[src/rtl/hazard_ctrl_mc.sv]
// hazard_ctrl_mc
//   Multi-cycle hazard controller for the 5-stage pipeline. It drives the
//   hold and bubble controls for the PC and the FD/DE/EM/MW pipeline
//   registers. It covers load-use stalls, data-memory wait, squash of
//   wrong-path fetches after a redirect, a sticky halt and a saturating
//   count of stalled cycles.
//
//   state | meaning
//   ------+----------------------------------------------------------
//   RUN   | normal flow; checks for load-use and imem stalls
//   LDUSE | extra load-use bubble cycles, ld_cnt remaining
//   FLUSH | squashing wrong-path fetches, fl_cnt remaining
//   DWAIT | data memory busy; LDUSE/FLUSH progress is frozen
//   HALT  | sticky halt, left only by reset
//
// Ports:
//   clk, rst            clock; asynchronous active-low reset
//   redirect            taken branch/jump resolved in EX
//   halt                halt/dump request from decode
//   imem_stall          instruction memory not ready
//   dmem_stall          data memory busy
//   id_ex_mem_read      EX instruction is a load
//   id_ex_rd            load destination register
//   if_id_rs/rt(_vld)   decode source registers and their read enables
//   pc_hold, fd_hold, de_hold, em_hold    register hold controls
//   fd_nop, de_nop, mw_nop                bubble inserts
//   halted              pipeline is halted
//   stall_cnt           saturating count of cycles with the PC held
module hazard_ctrl_mc #(
  parameter int REG_W         = 3,
  parameter int LOAD_LAT      = 1,
  parameter int IMEM_LAT      = 1,
  parameter int ZERO_REG_HARD = 0,
  parameter int CNT_W         = 16
) (
  input  logic             clk,
  input  logic             rst,
  input  logic             redirect,
  input  logic             halt,
  input  logic             imem_stall,
  input  logic             dmem_stall,
  input  logic             id_ex_mem_read,
  input  logic [REG_W-1:0] id_ex_rd,
  input  logic [REG_W-1:0] if_id_rs,
  input  logic [REG_W-1:0] if_id_rt,
  input  logic             if_id_rs_vld,
  input  logic             if_id_rt_vld,
  output logic             pc_hold,
  output logic             fd_hold,
  output logic             de_hold,
  output logic             em_hold,
  output logic             fd_nop,
  output logic             de_nop,
  output logic             mw_nop,
  output logic             halted,
  output logic [CNT_W-1:0] stall_cnt
);

  localparam int LD_W = (LOAD_LAT > 1) ? $clog2(LOAD_LAT) : 1;
  localparam int FL_W = (IMEM_LAT > 0) ? $clog2(IMEM_LAT + 1) : 1;
  localparam logic [LD_W-1:0]  LD_INIT = LD_W'((LOAD_LAT > 1) ? LOAD_LAT - 1 : 0);
  localparam logic [FL_W-1:0]  FL_INIT = FL_W'(IMEM_LAT);
  localparam logic [CNT_W-1:0] CNT_MAX = '1;

  typedef enum logic [2:0] {
    S_RUN   = 3'd0,
    S_LDUSE = 3'd1,
    S_FLUSH = 3'd2,
    S_DWAIT = 3'd3,
    S_HALT  = 3'd4
  } state_t;

  state_t           state_q, state_d, eff_state;
  logic [LD_W-1:0]  ld_cnt_q, ld_cnt_d;
  logic [FL_W-1:0]  fl_cnt_q, fl_cnt_d;
  logic             redir_pend_q, redir_pend_d;
  logic [CNT_W-1:0] stall_cnt_q;
  logic             ld_hit;
  logic             rs_match, rt_match, rd_masked;

  // raw next-cycle controls before the reset gate
  logic pc_hold_c, fd_hold_c, de_hold_c, em_hold_c;
  logic fd_nop_c, de_nop_c, mw_nop_c, halted_c;

  assign rs_match  = if_id_rs_vld && (if_id_rs == id_ex_rd);
  assign rt_match  = if_id_rt_vld && (if_id_rt == id_ex_rd);
  assign rd_masked = (ZERO_REG_HARD != 0) && (id_ex_rd == '0);
  assign ld_hit    = id_ex_mem_read && (rs_match || rt_match) && !rd_masked;

  // DWAIT does not record what it interrupted: a non-zero counter means an
  // LDUSE or FLUSH was frozen and resumes once data memory is ready.
  always_comb begin
    eff_state = state_q;
    if (state_q == S_DWAIT) begin
      if (ld_cnt_q != '0)      eff_state = S_LDUSE;
      else if (fl_cnt_q != '0) eff_state = S_FLUSH;
      else                     eff_state = S_RUN;
    end
  end

  always_ff @(posedge clk or negedge rst) begin
    if (!rst) begin
      state_q      <= S_RUN;
      ld_cnt_q     <= '0;
      fl_cnt_q     <= '0;
      redir_pend_q <= 1'b0;
    end else begin
      state_q      <= state_d;
      ld_cnt_q     <= ld_cnt_d;
      fl_cnt_q     <= fl_cnt_d;
      redir_pend_q <= redir_pend_d;
    end
  end

  always_comb begin
    pc_hold_c    = 1'b0;
    fd_hold_c    = 1'b0;
    de_hold_c    = 1'b0;
    em_hold_c    = 1'b0;
    fd_nop_c     = 1'b0;
    de_nop_c     = 1'b0;
    mw_nop_c     = 1'b0;
    halted_c     = 1'b0;
    state_d      = state_q;
    ld_cnt_d     = ld_cnt_q;
    fl_cnt_d     = fl_cnt_q;
    redir_pend_d = redir_pend_q;

    if (state_q == S_HALT) begin
      {pc_hold_c, fd_hold_c, de_hold_c, em_hold_c} = 4'b1111;
      mw_nop_c = 1'b1;
      halted_c = 1'b1;
    end else if (halt) begin
      {pc_hold_c, fd_hold_c, de_hold_c, em_hold_c} = 4'b1111;
      mw_nop_c = 1'b1;
      state_d  = S_HALT;
    end else if (dmem_stall) begin
      {pc_hold_c, fd_hold_c, de_hold_c, em_hold_c} = 4'b1111;
      mw_nop_c = 1'b1;
      state_d  = S_DWAIT;
      // the redirect is remembered and replayed once memory is ready
      if (redirect) redir_pend_d = 1'b1;
    end else if (redirect || redir_pend_q) begin
      fd_nop_c     = 1'b1;
      de_nop_c     = 1'b1;
      redir_pend_d = 1'b0;
      ld_cnt_d     = '0;
      fl_cnt_d     = FL_INIT;
      state_d      = (IMEM_LAT > 0) ? S_FLUSH : S_RUN;
    end else begin
      case (eff_state)
        S_LDUSE: begin
          pc_hold_c = 1'b1;
          fd_hold_c = 1'b1;
          de_nop_c  = 1'b1;
          ld_cnt_d  = ld_cnt_q - LD_W'(1);
          state_d   = (ld_cnt_q == LD_W'(1)) ? S_RUN : S_LDUSE;
        end
        S_FLUSH: begin
          // FD is being squashed anyway, so load-use is not checked here
          fd_nop_c  = 1'b1;
          pc_hold_c = imem_stall;
          fl_cnt_d  = fl_cnt_q - FL_W'(1);
          state_d   = (fl_cnt_q == FL_W'(1)) ? S_RUN : S_FLUSH;
        end
        default: begin
          state_d = S_RUN;
          if (ld_hit) begin
            pc_hold_c = 1'b1;
            fd_hold_c = 1'b1;
            de_nop_c  = 1'b1;
            if (LOAD_LAT > 1) begin
              ld_cnt_d = LD_INIT;
              state_d  = S_LDUSE;
            end
          end else if (imem_stall) begin
            pc_hold_c = 1'b1;
            fd_nop_c  = 1'b1;
          end
        end
      endcase
    end
  end

  // outputs are forced low for as long as reset is asserted
  assign pc_hold = rst & pc_hold_c;
  assign fd_hold = rst & fd_hold_c;
  assign de_hold = rst & de_hold_c;
  assign em_hold = rst & em_hold_c;
  assign fd_nop  = rst & fd_nop_c;
  assign de_nop  = rst & de_nop_c;
  assign mw_nop  = rst & mw_nop_c;
  assign halted  = rst & halted_c;

  always_ff @(posedge clk or negedge rst) begin
    if (!rst) begin
      stall_cnt_q <= '0;
    end else if (pc_hold_c && (state_q != S_HALT) && (stall_cnt_q != CNT_MAX)) begin
      stall_cnt_q <= stall_cnt_q + CNT_W'(1);
    end
  end

  assign stall_cnt = stall_cnt_q;

endmodule

[config.mk]
export PLATFORM = sky130hd
export DESIGN_NAME = hazard_ctrl_mc
export DESIGN_NICKNAME = d
export VERILOG_FILES = /design/src/rtl/hazard_ctrl_mc.sv
export SDC_FILE = /design/constraint.sdc
export NUM_CORES = 1
export LEC_CHECK = 0
export BUFFER_PORTS_ARGS = -buffer_cell sky130_fd_sc_hd__buf_2
export CAP_MARGIN = 40
export CORE_MARGIN = 8
export CORE_UTILIZATION = 44
export CTS_CLUSTER_SIZE = 40
export DETAILED_ROUTE_END_ITERATION = 12
export PLACE_DENSITY = 0.74
export SETUP_SLACK_MARGIN = 0.1
export SYNTH_ARGS = -nofsm -noshare
export SYNTH_HDL_FRONTEND = slang
export SYNTH_SLANG_ARGS = --single-unit
[constraint.sdc]
create_clock -name clk -period 2.2 [get_ports clk]
set_clock_uncertainty 0.2 [all_clocks]
set_input_delay 0.33 -clock clk [delete_from_list [all_inputs] [get_ports clk]]
set_output_delay 0.33 -clock clk [all_outputs]
set_load 0.02 [all_outputs]
==> qor.yml <==
antenna_found_initial: 0
crit_fanout: 3
crit_required_ps: 1670
insertedDiodeCount: 0
cp.arrival_ps: 1730
ir_worst_vdd_mv: 0.943
cts_made_buffers: 3
swShare_pct: 39.1
place_inst: 212
worstSetupStartpointType: "flip-flop"
grt_pass1_vias: 1358
clock_latency_ps: 310
synth.avg_cell_area_sq_um: 9.66
crit_family: "compound AO/OA/AOI/OAI gates"
intPower_mw: 0.986
critical_path_class: "reg -> out"
hold_class: "in -> reg"
finalSetupViolations: 2
fp.dieH_um: 69.4
ant_nets: 0
layout_commonest_cell: "buf_2"
vias_per_cell: 5.26
synthTopCellsByArea: "dfrtp_1 (44%), xor2_1 (9.1%), xnor2_1 (5.6%)"
clock-sinks: 22
p_clk_share_pct: 14.0
crit_slowest_cell: "dfrtp_1"
synth_top_area_share_pct: 43.8
synth_nets: 149
fin_ws_ps: -55.3
final_layout_size_suffix_gt1_share_pct: 53.0
maxSlewViolCount: 0
status: "finished, violations left"
ys.flop_type: "dfrtp_1"
synth_warnings: 0
fin_cells: 231
yosysUniqueCellTypes: 36
synth_area_sq_um: 1260
cts_buffer_depth: 2
wl_mm: 3.54
syn_inst: 130
rsz0062_at_grt: "yes"
grt_max_degree: 17
synth_edf_count: 0
post-dp-hpwl_mm: 2.52
clk_pin_slew_ps: 120
synth-seq-cells: 22
hold_viol: 0
initial_core_util_pct: 45.9
gr-total-overflow: 0
layout_min_cycle_time_ps: 2260
root_buffer: "clkbuf_4"
crit_buf_inv: 1
cts_tree: "done"
drc: 0
area_growth_pct: 54.1
vias: 1215
dieArea_sq_um: 4820
grtUsageTotal_pct: 14.3
coreArea_sq_um: 2730
grt_pass1_wl_mm: 5.97
violations: "negative setup slack"
end_kind: "output pin"
ys_seq_area_share_pct: 43.8
wl_per_cell_um: 15.3
power_frac_comb_pct: 52.7
p_leak_nw: 0.997
switching_power_mw: 0.632
io-pin-count: 42
hold_ws_ps: 93.2
min_period_over_period_pct: 103
port_buffers: 41
utilization_pct: 70.8
power_frac_seq_pct: 33.3
gp_congestion: 0.854
cts-htree-levels: 1
maxCapViolCount: 0
first_iter_violations: 32
synth_top_area_cell: "dfrtp_1"
cellPowerDensity_nw_per_um2: 836
rows: 19
dr.pass1.iters: 4
nets: 220
fmax_mhz: 443
slowest_delay_ps: 420
die_x_um: 69.4
cp_cell_sequence: "nor2b_4, a21boi_4, a211oi_2, nand2b_4, o21ai_2, a21boi_1, buf_4"
worst_slew_pin_slew_ps: 329
max_slew_margin_pct: 78.0
synth_async_sr_flop_share_pct: 100
mostFrequentLayoutCells: "buf_2 (33), buf_4 (29), dfrtp_1 (17), nor2_1 (13), xor2_1 (13)"
-- repair_timing --
item / 4_1_cts / 5_1_grt
pin swaps: 12 / 10
resized for setup: 35 / 10
cloned: 1 / 0
buffers inserted: 11 / 5
hold buffers: 1 / 0
hold endpoints to repair: 22 / 0
endpoints found under the setup margin: 8 / 23
-- registers in the layout (all words and copies together), names as in the netlist --
name and flops:
redir_pend_q 1, stall_cnt 16, ld_cnt_q 1, fl_cnt_q 1, state_q 3
-- routing by layer --
metal | share of wire, % | global-route usage [%]
met3 | 4.8 | 3.72
met4 | 0 | 3.19
met1 | 44 | 16.0
met2 | 51 | 26.2
met5 | 0 | 0
-- layout make-up --
cell class / count / area, sq um
clock buffer: 4 / 36.3
fill: 205 / 798
inverter: 4 / 15.0
multi-input combinational: 101 / 802
sequential: 22 / 557
tap: 31 / 38.8
timing repair buffer: 69 / 487
-- metrics by stage --
| step | setup WS [ps] | TNS [ps] | instance area, sq um | total power [mW] |
|---|---|---|---|---|
| 2_1_floorplan | -7.41 | -7.41 | 1260 | 0.912 |
| 3_3_place_gp | 99.1 | 0 | 1590 | 1.15 |
| 3_5_place_dp | 16.7 | 0 | 1590 | 1.17 |
| 4_1_cts | -50.7 | -87.9 | 1900 | 1.61 |
| 5_1_grt | -162 | -478 | 1940 | 1.71 |
| 6_report | -55.3 | -103 | 1940 | 1.62 |
-- power groups by stage --
| stage | clock network, mW | logic [mW] | registers, mW |
|---|---|---|---|
| after floorplan | 0 | 0.276 | 0.636 |
| after global placement | 0 | 0.615 | 0.538 |
| after detailed placement | 0 | 0.633 | 0.542 |
| after CTS | 0.229 | 0.839 | 0.542 |
| after global routing | 0.244 | 0.920 | 0.546 |
| final | 0.227 | 0.853 | 0.539 |
-- worst min-delay path, cell delays in order --
cell and delay (ps):
buf_2 90, a21oi_1 50, nor2_1 80
-- synthesized netlist by cell type, types with 4 or more instances --
cell type / instances
nor4_1: 4
inv_1: 4
nor3_1: 5
nor2_1: 16
xnor2_1: 8
dfrtp_1: 22
xor2_1: 13
nand3_1: 6
nand2_1: 13
-- path summary, 6_finish.rpt --
| kind | from | to | slack [ps] | cells past startpoint |
|---|---|---|---|---|
| worst max-delay path | state_q[1]$_DFFE_PN0N_ | pc_hold | -60 | 7 |
| worst min-delay path | redirect | redir_pend_q$_DFFE_PN0P_ | 90 | 3 |
| worst max register to register | stall_cnt[10]$_DFFE_PN0P_ | stall_cnt[1]$_DFFE_PN0P_ | 150 | 6 |
| worst min register to register | stall_cnt[13]$_DFFE_PN0P_ | stall_cnt[13]$_DFFE_PN0P_ | 320 | 1 |
| max in group asynchronous | rst | stall_cnt[3]$_DFFE_PN0P_ | 950 | 3 |
| min in group asynchronous | rst | fl_cnt_q$_DFFE_PN0P_ | 290 | 2 |
-- cells by family (layout without fill, tap and decap cells) --
group / Yosys count / after routing / share of synthesized area [%]
AOI/OAI and AO/OA: 14 / 14 / 8.27
xor gates and xnor gates: 21 / 21 / 14.6
adders and majority gates: 1 / 1 / 0.996
buffers and inverters: 7 / 77 / 3.58
DFF: 22 / 22 / 43.8
muxes: 1 / 1 / 0.896
and+or+nand+nor: 64 / 64 / 27.8
No activity file was read; power rests on OpenSTA's default activity.
